`src/rtl/signed_seq_divider.sv`:
```
// rtl/signed_seq_divider.sv - signed 32/16 sequential restoring divider
// Magnitudes are divided one quotient bit per cycle; signs and exceptions are applied in FIX.
module signed_seq_divider (
  input  logic        clk,
  input  logic        rst_n,
  input  logic        start,
  input  logic [31:0] dividend,
  input  logic [15:0] divisor,
  output logic        busy,
  output logic        done,
  output logic [15:0] quotient,
  output logic [15:0] remainder,
  output logic        ovf,
  output logic        dbz
);

  typedef enum logic [1:0] {IDLE, CALC, FIX, DONE} state_t;

  state_t      state_q, state_d;
  logic [3:0]  cnt_q, cnt_d;
  logic [16:0] dvs_q, dvs_d;
  logic [15:0] rem_q, rem_d;
  logic [15:0] quo_q, quo_d;
  logic        sdvd_q, sdvd_d;
  logic        sdvs_q, sdvs_d;
  logic        zero_q, zero_d;
  logic        early_q, early_d;
  logic        busy_q, busy_d;
  logic        done_q, done_d;
  logic [15:0] quotient_q, quotient_d;
  logic [15:0] remainder_q, remainder_d;
  logic        ovf_q, ovf_d;
  logic        dbz_q, dbz_d;

  logic [31:0] dvd_mag;
  logic [16:0] dvs_mag;
  logic [16:0] trial;
  logic        fits;
  logic [15:0] diff;
  logic        neg;
  logic        range_ovf;
  logic [15:0] q_signed;
  logic [15:0] r_signed;

  // 32'h8000_0000 negates to itself, which read unsigned is exactly 2^31
  assign dvd_mag   = dividend[31] ? (~dividend + 32'd1) : dividend;
  assign dvs_mag   = divisor[15] ? (~{1'b1, divisor} + 17'd1) : {1'b0, divisor};
  assign trial     = {rem_q, quo_q[15]};
  assign fits      = (trial >= dvs_q);
  assign diff      = trial[15:0] - dvs_q[15:0];
  assign neg       = sdvd_q ^ sdvs_q;
  assign range_ovf = neg ? ({1'b0, quo_q} > 17'd32768) : ({1'b0, quo_q} > 17'd32767);
  assign q_signed  = neg ? (~quo_q + 16'd1) : quo_q;
  assign r_signed  = sdvd_q ? (~rem_q + 16'd1) : rem_q;

  always_comb begin
    state_d     = state_q;
    cnt_d       = cnt_q;
    dvs_d       = dvs_q;
    rem_d       = rem_q;
    quo_d       = quo_q;
    sdvd_d      = sdvd_q;
    sdvs_d      = sdvs_q;
    zero_d      = zero_q;
    early_d     = early_q;
    done_d      = 1'b0;
    quotient_d  = quotient_q;
    remainder_d = remainder_q;
    ovf_d       = ovf_q;
    dbz_d       = dbz_q;
    case (state_q)
      IDLE: begin
        if (start) begin
          sdvd_d  = dividend[31];
          sdvs_d  = divisor[15];
          dvs_d   = dvs_mag;
          rem_d   = dvd_mag[31:16];
          quo_d   = dvd_mag[15:0];
          zero_d  = (divisor == 16'd0);
          early_d = (divisor == 16'd0) || ({1'b0, dvd_mag[31:16]} >= dvs_mag);
          cnt_d   = 4'd0;
          state_d = early_d ? FIX : CALC;
        end
      end
      CALC: begin
        rem_d = fits ? diff : trial[15:0];
        quo_d = {quo_q[14:0], fits};
        cnt_d = cnt_q + 4'd1;
        if (cnt_q == 4'd15) begin
          cnt_d   = 4'd0;
          state_d = FIX;
        end
      end
      FIX: begin
        // Early exceptions spend one extra FIX cycle so their latency is fixed at two cycles
        if (early_q && cnt_q == 4'd0) begin
          cnt_d = 4'd1;
        end else begin
          cnt_d   = 4'd0;
          done_d  = 1'b1;
          state_d = DONE;
          if (zero_q) begin
            quotient_d  = sdvd_q ? 16'h8000 : 16'h7FFF;
            remainder_d = 16'd0;
            ovf_d       = 1'b0;
            dbz_d       = 1'b1;
          end else if (early_q || range_ovf) begin
            quotient_d  = neg ? 16'h8000 : 16'h7FFF;
            remainder_d = 16'd0;
            ovf_d       = 1'b1;
            dbz_d       = 1'b0;
          end else begin
            quotient_d  = q_signed;
            remainder_d = r_signed;
            ovf_d       = 1'b0;
            dbz_d       = 1'b0;
          end
        end
      end
      DONE: begin
        state_d = IDLE;
      end
      default: state_d = IDLE;
    endcase
    busy_d = (state_d != IDLE);
  end

  always_ff @(posedge clk or negedge rst_n) begin
    if (!rst_n) begin
      state_q     <= IDLE;
      cnt_q       <= 4'd0;
      dvs_q       <= 17'd0;
      rem_q       <= 16'd0;
      quo_q       <= 16'd0;
      sdvd_q      <= 1'b0;
      sdvs_q      <= 1'b0;
      zero_q      <= 1'b0;
      early_q     <= 1'b0;
      busy_q      <= 1'b0;
      done_q      <= 1'b0;
      quotient_q  <= 16'd0;
      remainder_q <= 16'd0;
      ovf_q       <= 1'b0;
      dbz_q       <= 1'b0;
    end else begin
      state_q     <= state_d;
      cnt_q       <= cnt_d;
      dvs_q       <= dvs_d;
      rem_q       <= rem_d;
      quo_q       <= quo_d;
      sdvd_q      <= sdvd_d;
      sdvs_q      <= sdvs_d;
      zero_q      <= zero_d;
      early_q     <= early_d;
      busy_q      <= busy_d;
      done_q      <= done_d;
      quotient_q  <= quotient_d;
      remainder_q <= remainder_d;
      ovf_q       <= ovf_d;
      dbz_q       <= dbz_d;
    end
  end

  assign busy      = busy_q;
  assign done      = done_q;
  assign quotient  = quotient_q;
  assign remainder = remainder_q;
  assign ovf       = ovf_q;
  assign dbz       = dbz_q;

endmodule

```
`config.mk`:
```
export PLATFORM = sky130hd
export DESIGN_NAME = signed_seq_divider
export DESIGN_NICKNAME = d
export VERILOG_FILES = /design/src/rtl/signed_seq_divider.sv
export SDC_FILE = /design/constraint.sdc
export NUM_CORES = 1
export LEC_CHECK = 0
export BUFFER_PORTS_ARGS = -buffer_cell sky130_fd_sc_hd__clkbuf_2
export CELL_PAD_IN_SITES_DETAIL_PLACEMENT = 2
export CELL_PAD_IN_SITES_GLOBAL_PLACEMENT = 2
export CORE_UTILIZATION = 27
export DETAILED_ROUTE_END_ITERATION = 16
export PLACE_DENSITY_LB_ADDON = 0.05
export SLEW_MARGIN = 40
export SYNTH_ARGS = -nofsm -noshare
export SYNTH_HDL_FRONTEND = slang
export SYNTH_SLANG_ARGS = --single-unit
```
`constraint.sdc`:
```
create_clock -name clk -period 4.1 [get_ports clk]
set_clock_uncertainty 0.15 [all_clocks]
set_input_delay 0.205 -clock clk [delete_from_list [all_inputs] [get_ports clk]]
set_output_delay 0.205 -clock clk [all_outputs]
set_load 0.03 [all_outputs]
```
Word level (Yosys, flattened, before mapping)
Index checks and enable logic that the tools add are counted.
{ "totals": {"reg_bits": 95, "input_bits": 51, "word_cells": 79} }
{ "op_classes": {"add_sub_neg": 6, "order_cmp": 4, "eq_ne": 5, "mux": 30, "bitwise": 6, "reduce_logical": 13} }
{ "op_table": {"columns": ["cell", "n"], "rows": [
  ["$mux W16", 11],
  ["$pmux W16 S2", 2],
  ["$add A16 B1 Y16 const B", 2],
  ["$add A32 B1 Y32 const B", 1],
  ["$mux W32", 1],
  ["$not A16 Y16", 2],
  ["$not A32 Y32", 1],
  ["$add A17 B1 Y17 const B", 1],
  ["$ge A16 B17 Y1", 1],
  ["$ge A17 B17 Y1", 1],
  ["$mux W17", 1],
  ["$not A17 Y17", 1],
  ["$gt A16 B15 Y1 const B", 1],
  ["$gt A16 B16 Y1 const B", 1],
  ["$logic_not A16 Y1", 1],
  ["$sub A16 B16 Y16", 1],
  ["$pmux W4 S3", 1],
  ["$mux W2", 4],
  ["$mux W4", 2],
  ["$pmux W2 S4", 1],
  ["$reduce_and A2 Y1", 4],
  ["$mux W1", 7],
  ["$add A4 B1 Y4 const B", 1],
  ["$eq A2 B2 Y1 const B", 2],
  ["other kinds (11)", 13]
]} }

Logic depth before layout (Yosys ltp)
{ "logic_depth": {"word_depth": 9, "depth_mapped": 14, "mapped_depth_nobuf": 14} }

Worst setup path after synthesis
Ideal clock, no wire load.
{ "synth_timing": {"path_kind": "in2reg", "start": "input port dividend[7]", "end": "register state_q[1]", "arrival_ns": 3.191, "required_time_ns": 3.803, "path_slack_ns": 0.613, "path_stages": 13, "path_buffers": 1, "cell_sequence": "or4_4 -> or4_4 -> buf_2 -> o31a_1 -> xnor2_1 -> inv_1 -> ha_1 -> a21o_1 -> a211o_1 -> o211ai_1 -> a21oi_1 -> a211oi_1 -> o21ai_0"} }
{ "synth_between": {"elab_chain_len": 8} }
{ "synth_rtl": {"columns": ["item", "line", "text"], "rows": [
  ["from (decl)", "7", "input logic [31:0] dividend,"],
  ["$not A32 Y32", "46", "assign dvd_mag = dividend[31] ? (~dividend + 32'd1) : dividend;"],
  ["$add A32 B1 Y32", "46", null],
  ["$mux W32", "46", null],
  ["$ge A16 B17 Y1", "80", "early_d = (divisor == 16'd0) || ({1'b0, dvd_mag[31:16]} >= dvs_mag);"],
  ["$logic_or A1 B1 Y1", "80", null],
  ["$mux W2", "82", "state_d = early_d ? FIX : CALC;"],
  ["$mux W2", "73", "if (start) begin"],
  ["$pmux W2 S4", "71", "case (state_q)"],
  ["named net state_d[1]", "19", "state_t state_q, state_d;"],
  ["to (signal assigned)", "146", "state_q <= state_d;"],
  ["to (decl)", "19", null]
]} }
The timed path passes the listed nets, and every way through them passes these cells.
A chain may end at the register's enable or synchronous reset.

Worst setup path in the final report
{ "layout_timing": {"start": "input port divisor[0]", "end": "register state_q[1]"} }
{ "layout_between": {"elab_chain_len": 8, "elab_cells_between_ends": 9, "cone_classes": "add/sub (1); order compare (1); mux (4); bitwise (1); reduce/logical (2)"} }
{ "layout_rtl": {"columns": ["item", "line", "text"], "rows": [
  ["from (decl)", "8", "input logic [15:0] divisor,"],
  ["$not A17 Y17", "47", "assign dvs_mag = divisor[15] ? (~{1'b1, divisor} + 17'd1) : {1'b0, divisor};"],
  ["$add A17 B1 Y17", "47", null],
  ["$mux W17", "47", null],
  ["$ge A16 B17 Y1", "80", null],
  ["$logic_or A1 B1 Y1 *", "80", null],
  ["$mux W2 *", "82", null],
  ["$mux W2 *", "73", null],
  ["$pmux W2 S4 *", "71", null],
  ["named net state_d[1]", "19", null]
]} }
The timed path passes the listed nets; every way through them passes the cells marked *.

==> run metrics <==
run status completed; Reg area 2380 um2; CTS tree yes; Hold Path Class in2reg; VDD IR max 0.000283 V; Setup TNS 0 ns; P_leak 3.60 nW; count of cell types in the netlist 72; die width 165 um; Post-Synthesis Net Count 938; Post-synth ARST share 100%; Post-CTS Resized 0; Clock Path Buffers 2; synth top area cells dfrtp_1 33%, ha_1 7.4%, o21ai_0 6.5%, xor2_1 5.9%, nand2_1 5.4%; vias per cell 5.30; antenna cells 0; Fmax 279 MHz; core area 26000 um2; Max FO, Critical Path 5; multi-input logic area 4430 um2; sequential-to-total area share from yosys stat 33.3%; post-synthesis xor/xnor area fraction 9.33%; die height 165 um; CTS Buf Count 9; final WL 25.4 mm; Adder-Cell Fraction of Synth Area 7.65%; DR WL/cell 20.3 um; critical path required time 4.15 ns; Data arrival, critical path 3.62 ns; vias in the first global route 7189; Top Ports 87; post-layout net count 1010; multiplexer share of the synthesized area 2.75%; Fill cells 3026; RSZ-0062 raised after global routing no; # H-tree levels 3; Syn Inst Count 844; Setup crit end kind register; Initial Util 27.4%; Area Overhead vs Synth 16.2%; Synth Register Bits 95; largest family of logic cells by synthesized area compound AO/OA/AOI/OAI gates; Synth Flop Type dfrtp_1; Die Footprint 27100 um2; power density over the cells 854 nW/um2; Final Setup Violations 0; post-DP HPWL 20.5 mm; power consumption 7.08 mW; top cell type's share of synthesized area 33.3%; Rel. slew slack 45.9%; EDFF count, synth 0; max-slew violation total from the final report 0; initial antenna violation count 0; drt pass-1 iters 5; simple-gate share of the synthesized area 18.8%; fraction of layout cells with a size suffix above 1 16.2%; Vias 6660; Tmin final 3.58 ns; synth warn 0; # port buffers 86; global-route usage over all layers 19.4%; crit share post-route 87.3%; Synth area leader dfrtp_1; root buffer cell clkbuf_16; largest net degree at the start of global routing 69; Hold WS 0.0243 ns; CP Launch Type input port; Hold Violations, Final 0; Overflow after GRT 0; worst slew pin tran 0.808 ns; Syn Std Cell Area 7130 um2; CTS hold repair buffers 1; Setup Fix Bufs, Post-CTS 0; Detailed Route Iter0 Violations 266; Skew-Pair Late Insertion Delay 0.36 ns; Synth Area in Compound Gates 23.5%; RD Place Congestion 0.811; DRC viols 0; Reg clk slew, reported paths 0.07 ns; Avg Cell Area, Syn 8.45 um2; crit path kind in2reg; Rows 59; ANT nets after route 0; # clock sinks 95; first-pass GRT wire length 40.4 mm; Max-Cap Viols 0
[registers in the layout, indices dropped and copies added, names as in the netlist]
name / flops
dvs_q: 17
quo_q: 16
quotient: 16
rem_q: 16
remainder: 16
cnt_q: 4
state_q: 2
busy: 1
dbz: 1
done: 1
early_q: 1
ovf: 1
sdvd_q: 1
sdvs_q: 1
zero_q: 1
[worst paths after layout]
kind / startpoint / depth (start not counted) / slack, ns / end
setup / recovery: divisor[0] / 14 / 0.52 / state_q[1]$_DFF_PN0_
hold / removal: divisor[0] / 3 / 0.02 / dvs_q[0]$_DFFE_PN0P_
setup reg to reg: rem_q[11]$_DFFE_PN0P_ / 8 / 1.03 / rem_q[7]$_DFFE_PN0P_
hold reg to reg: dvs_q[14]$_DFFE_PN0P_ / 2 / 0.33 / dvs_q[14]$_DFFE_PN0P_
max in group asynchronous: rst_n / 3 / 2.64 / dvs_q[14]$_DFFE_PN0P_
min in group asynchronous: rst_n / 2 / 0.27 / remainder[13]$_DFFE_PN0P_
[cells by family (layout without fill, tap and decap cells)]
| logic type | after synthesis | in the layout |
|---|---|---|
| adder cells (fa/ha/maj) | 43 | 43 |
| flip-flops | 95 | 95 |
| buffers and inverters | 87 | 164 |
| AO/OA/AOI/OAI | 256 | 256 |
| XOR/XNOR | 76 | 76 |
| AND/OR/NAND/NOR | 268 | 268 |
| multiplexers | 19 | 19 |
[worst max-delay path, stage by stage]
cell	delay, ns
clkbuf_2	0.11
inv_1	0.08
ha_1	0.18
or3b_2	0.52
or4b_2	0.69
o41ai_1	0.36
xor2_1	0.25
ha_1	0.28
and4_1	0.21
nand4_1	0.12
o211ai_1	0.11
a211oi_1	0.26
buf_4	0.18
o21ai_0	0.07
[final cells by class]
cell class / instances / area share (%)
well taps: 335 / 5.06
flip-flops and latches: 95 / 28.7
clock inverters: 6 / 0.906
multi-input cells: 662 / 53.5
repair buffers: 104 / 6.93
clock buffers: 10 / 2.89
inverters: 44 / 1.99
[cell usage after synthesis (all sizes together), types with 3 or more instances]
| cell | count |
|---|---|
| or2 | 11 |
| dfrtp | 95 |
| nand3 | 13 |
| xnor2 | 28 |
| o221ai | 3 |
| or3 | 16 |
| a21o | 8 |
| mux2i | 14 |
| o41a | 3 |
| nand2 | 103 |
| o221a | 5 |
| a31oi | 10 |
| a21oi | 38 |
| nor3 | 9 |
| o31a | 3 |
| clkbuf | 38 |
| o31ai | 22 |
| xor2 | 48 |
| or4 | 15 |
| mux2 | 5 |
| buf | 5 |
| inv | 44 |
| ha | 42 |
| o211ai | 18 |
| nand4 | 6 |
| nand2b | 17 |
| nor2 | 50 |
| nor2b | 6 |
| o22ai | 8 |
| a22oi | 3 |
| o21ai | 95 |
| and2 | 5 |
| o311ai | 3 |
| o41ai | 12 |
[report_power, final]
group	internal, mW	switching, mW
sequential	1.34	0.464
combinational	1.62	2.75
clock	0.501	0.404
[routing by layer]
metal  GRT usage (%)  up-vias  wire, um  share of wire [%]
li1                -     3195         -                  -
met4            4.13        0       280                1.1
met1            28.0     3335     13100                 51
met2            31.0      112     11200                 44
met5               0        -         0                  0
met3            2.26       18       836                3.3
[metrics by stage]
stage | util, % | area (um2) | setup WS (ns) | cells
global placement | 30.6 | 7950 | 0.245 | 1239
floorplan | - | 7130 | 0.613 | 844
CTS | 31.9 | 8280 | 0.483 | 1256
detailed placement | 30.6 | 7960 | 0.126 | 1239
global route | 31.9 | 8280 | 0.159 | 1256
finish | 31.9 | 8280 | 0.522 | 1256
[cell usage in the layout, fill, tap and decap left out, drive strengths merged, types with 16 or more instances in the layout]
cell,count
a21oi,38
buf,18
clkbuf,95
dfrtp,95
ha,42
inv,48
nand2,103
nand2b,17
nor2,50
o211ai,18
o21ai,95
o31ai,22
or3,16
xnor2,28
xor2,48
(Power assumes the default switching activity.)
